==> src/rtl/prio_enc_seq.sv <==
// rtl/prio_enc_seq.sv - registered N-input priority encoder with valid/ready index output
//
// Request bits are ORed into a pending register and served one per handshake.
// The selected index is loaded into a single-entry output register and its
// pending bit is cleared in the same edge. A request bit arriving on the edge
// its pending bit is cleared stays pending (set wins).
//
// Optional feature macro: PRIO_ENC_ROUND_ROBIN_EN
//   defined   : round-robin selection, scan upward from (ptr+1) mod N
//   undefined : fixed priority, highest set index wins, no pointer state
//
// Ports:
//   clk        in   system clock, rising edge
//   rst        in   synchronous active-high reset
//   en         in   enable; low freezes pending (req dropped) and blocks loads
//   req        in   [N-1:0] request lines, ORed into pending
//   out_idx    out  [W-1:0] index of the served request
//   out_valid  out  out_idx holds an unconsumed result
//   out_ready  in   consumer accepts when out_valid && out_ready
//   pending    out  [N-1:0] current pending register
//   zero       out  nothing pending and nothing on the output

module prio_enc_seq #(
   parameter int N = 8
) (
   input  logic                 clk,
   input  logic                 rst,
   input  logic                 en,
   input  logic [N-1:0]         req,
   output logic [$clog2(N)-1:0] out_idx,
   output logic                 out_valid,
   input  logic                 out_ready,
   output logic [N-1:0]         pending,
   output logic                 zero
);

   localparam int W = $clog2(N);

   logic [N-1:0] pending_q, pending_d;
   logic [W-1:0] out_idx_q, out_idx_d;
   logic         out_valid_q, out_valid_d;

   logic [W-1:0] sel;
   logic [N-1:0] clr;
   logic         fire;
   logic         load;

`ifdef PRIO_ENC_ROUND_ROBIN_EN
   logic [W-1:0] ptr_q, ptr_d;
   logic         found;
   logic [W-1:0] scan_idx;
   int           scan_pos;

   // First set bit at or after ptr+1, wrapping at N-1. Starting at offset 1
   // means the last-served index is considered only after every other bit.
   always_comb begin
      sel      = '0;
      found    = 1'b0;
      scan_pos = 0;
      scan_idx = '0;
      for (int k = 1; k <= N; k++) begin
         scan_pos = (int'(ptr_q) + k) % N;
         scan_idx = scan_pos[W-1:0];
         if (!found && pending_q[scan_idx]) begin
            found = 1'b1;
            sel   = scan_idx;
         end
      end
   end
`else
   // Later iterations overwrite earlier ones, so the highest set index wins.
   always_comb begin
      sel = '0;
      for (int i = 0; i < N; i++) begin
         if (pending_q[i]) begin
            sel = i[W-1:0];
         end
      end
   end
`endif

   always_comb begin
      fire = out_valid_q && out_ready;
      load = en && (pending_q != '0) && (!out_valid_q || fire);

      clr = '0;
      if (load) begin
         clr[sel] = 1'b1;
      end

      // req is dropped, not buffered, while en is low.
      pending_d = pending_q;
      if (en) begin
         pending_d = (pending_q & ~clr) | req;
      end

      out_valid_d = out_valid_q;
      out_idx_d   = out_idx_q;
      if (load) begin
         out_valid_d = 1'b1;
         out_idx_d   = sel;
      end else if (fire) begin
         out_valid_d = 1'b0;
      end
   end

`ifdef PRIO_ENC_ROUND_ROBIN_EN
   always_comb begin
      ptr_d = ptr_q;
      if (load) begin
         ptr_d = sel;
      end
   end

   // Reset to N-1 so the first scan after reset starts at bit 0.
   always_ff @(posedge clk) begin
      if (rst) begin
         ptr_q <= W'(N - 1);
      end else begin
         ptr_q <= ptr_d;
      end
   end
`endif

   always_ff @(posedge clk) begin
      if (rst) begin
         pending_q   <= '0;
         out_idx_q   <= '0;
         out_valid_q <= 1'b0;
      end else begin
         pending_q   <= pending_d;
         out_idx_q   <= out_idx_d;
         out_valid_q <= out_valid_d;
      end
   end

   assign out_idx   = out_idx_q;
   assign out_valid = out_valid_q;
   assign pending   = pending_q;
   assign zero      = (pending_q == '0) && !out_valid_q;

endmodule

==> config.mk <==
export PLATFORM = sky130hd
export DESIGN_NAME = prio_enc_seq
export DESIGN_NICKNAME = d
export VERILOG_FILES = /design/src/rtl/prio_enc_seq.sv
export SDC_FILE = /design/constraint.sdc
export NUM_CORES = 1
export LEC_CHECK = 0
export CAP_MARGIN = 20
export CORE_ASPECT_RATIO = 0.75
export CORE_UTILIZATION = 30
export DETAILED_ROUTE_END_ITERATION = 7
export GPL_ROUTABILITY_DRIVEN = 0
export PLACE_DENSITY = 0.68
export SYNTH_ARGS = -nofsm -noshare
export SYNTH_HDL_FRONTEND = slang
export SYNTH_SLANG_ARGS = --single-unit
==> constraint.sdc <==
create_clock -name clk -period 2.1 [get_ports clk]
set_input_delay 0.21 -clock clk [delete_from_list [all_inputs] [get_ports clk]]
set_output_delay 0.21 -clock clk [all_outputs]
set_load 0.02 [all_outputs]
==> reports/results.txt <==
Post-Syn Area -> 541 um^2
I/O Buffers -> 24
Yosys reg bits -> 12
CP Data Required Time -> 1.89 ns
Final Non-Filler Cells -> 121
Antenna violations before repair -> 0
Arrival time at the worst endpoint -> 1.72 ns
Post-CTS setup buffer count -> 0
Wire length per cell -> 13.2 um
Setup violations, final -> 0
Finished Cell Area -> 913 um^2
Root Driver -> clkbuf_4
Final Hold Fails -> 0
Crit path max fanout -> 2
Top cell type's share of synthesized area -> 44.4%
First-pass GRT wire length -> 2.53 mm
CTS tree -> done
Largest cells by area after synthesis -> dfxtp_1, a21oi_1, nor2_1
FP Rows -> 12
GR Util All Layers -> 18.4%
Unique masters post-synth -> 22
Peak Freq -> 519 MHz
Max-slew headroom -> 69.1%
Final Cycle Share -> 91.8%
Initial Util -> 34.3%
Crit path kind -> reg -> out
Worst-Margin Slew -> 0.461 ns
Min-Delay Path Class -> reg -> reg
Startpoint types -> register
Core Util, Final -> 57.9%
Share of layout cells above drive strength 1 -> 20.0%
Placed cell areas -> 882 um^2
Fillers -> 144
Worst vdd ir -> 0.000525 V
Post-route DRC -> 0
Avg Vias per Cell -> 5.18
Clock buffer count from CTS -> 3
Final Worst Setup Slack -> 0.173 ns
Clock sink count -> 12
Synthesis warning total -> 0
Seq/Total Area, Yosys -> 44.4%
Leading area contributor after synthesis -> dfxtp_1
Minimum clock period -> 1.93 ns
Largest net degree at the start of global routing -> 16
Setup TNS -> 0 ns
Total power -> 651 uW
Vias in the first global route -> 556
Critical Path End Type -> primary output
Grt ovf -> 0
Mapped Cells -> 63
Hold WS -> 0.498 ns
FFs w/ async S/R, synth -> 0%
Max-slew violations -> 0
Layout Skew -> 0.00182 ns
Avg Cell Area, Syn -> 8.58 um^2
Final WL -> 1.59 mm
Die Y -> 38.8 um
Vias -> 627
Area delta synth->final -> 69.0%
# diodes -> 0
DIE AREA -> 1980 um^2
Cell Pwr Density -> 712 nW/um^2
CTS H-tree lvls -> 1
Hold buffers post-CTS -> 0
Syn_nets -> 75
Core area -> 1580 um^2
CTS max path bufs -> 2
Clock slew at the register clock pins of the worst setup and hold paths -> 0.07 ns
Clock latency on the worst-skew pair -> 0.27 ns
Leak -> 0.365 nW
DP Wirelength -> 1.23 mm
Post-placement cell count -> 117
I/O pin count -> 25
Primary FF master, synth -> dfxtp_1
Unrepaired setup endpoints after global routing -> no
Status -> finished, final reports clean
Initial drt markers -> 3
Pre-CTS setup slack -> 0.00467 ns
Remaining antenna violation count -> 0
Die width -> 51.0 um
Drt pass-1 iters -> 4
Post-synth EDFFs -> 0
# resized after CTS -> 3
Nets -> 113
Max cap viols -> 0
## registers in the layout, indices dropped and copies added, names as in the netlist
signal     cells
pending        8
out_idx        3
out_valid      1
## cells in the final DEF (no fill, tap or decap)
| master | count |
|---|---|
| clkbuf_8 | 1 |
| o311a_2 | 1 |
| nand2b_1 | 2 |
| o31ai_1 | 1 |
| o21ai_0 | 1 |
| a211oi_1 | 2 |
| or4_4 | 1 |
| buf_2 | 1 |
| buf_4 | 11 |
| or4_1 | 1 |
| nand2_1 | 6 |
| clkdlybuf4s50_1 | 23 |
| a311oi_1 | 3 |
| o211a_4 | 1 |
| a22oi_1 | 2 |
| nand3_1 | 1 |
| a21oi_1 | 8 |
| a2111oi_0 | 2 |
| inv_1 | 2 |
| nor3_1 | 3 |
| dfxtp_1 | 12 |
| nor2_1 | 9 |
| or2_2 | 1 |
| clkbuf_4 | 3 |
| nor3b_1 | 1 |
| a211o_1 | 1 |
## report_power, final
group | switching [mW] | leakage (nW) | total (mW) | internal (mW)
clock network | 0.0762 | 0.0210 | 0.182 | 0.105
logic | 0.103 | 0.245 | 0.211 | 0.108
registers | 0.0103 | 0.0993 | 0.258 | 0.247
## cell families after synthesis
| family | after synthesis | share of synthesized area [%] |
|---|---|---|
| AND/OR/NAND/NOR | 25 | 22.5 |
| AO/OA/AOI/OAI | 22 | 30.3 |
| flip-flops | 12 | 44.4 |
| buffers and inverters | 4 | 2.78 |
## synthesized netlist by cell type, types with 2 or more instances
cell       number
a2111oi_0       2
a211oi_1        2
a21oi_1         8
a22oi_1         2
a311oi_1        3
clkbuf_1        2
dfxtp_1        12
inv_1           2
nand2_1         6
nand2b_1        2
nor2_1          9
nor3_1          3
## routing by layer
metal  part of all wire (%)  global-route usage (%)  wire [um]
met2                     44                    29.6        696
met3                    6.3                    7.06        100
met4                   0.82                    4.17         13
met5                      0                       0          0
met1                     49                    23.1        781
## final timing paths
| path | end | slack, ns | start | cells after the start |
|---|---|---|---|---|
| hold / removal | out_idx[0] | 0.50 | out_idx[0] | 2 |
| setup reg to reg | pending[3] | 0.45 | pending[7] | 6 |
| setup / recovery | zero | 0.17 | pending[7] | 4 |
| hold reg to reg | out_idx[0] | 0.50 | out_idx[0] | 2 |
## area by class of cell
type	instances	area [um^2]	share of cell area (%)
Timing Repair Buffer	35	318	34.8
Multi-Input combinational cell	47	285	31.2
Sequential cell	12	240	26.3
Clock buffer	4	36.3	3.97
Tap cell	21	26.3	2.88
Inverter	2	7.51	0.822
## worst max-delay path, cell delays in order (launching register included)
cell     delay [ns]
dfxtp_1        0.31
or4_1          0.56
or2_2          0.31
nor2_1         0.10
buf_2          0.17
Note: power is estimated with default switching activity, not from simulation.
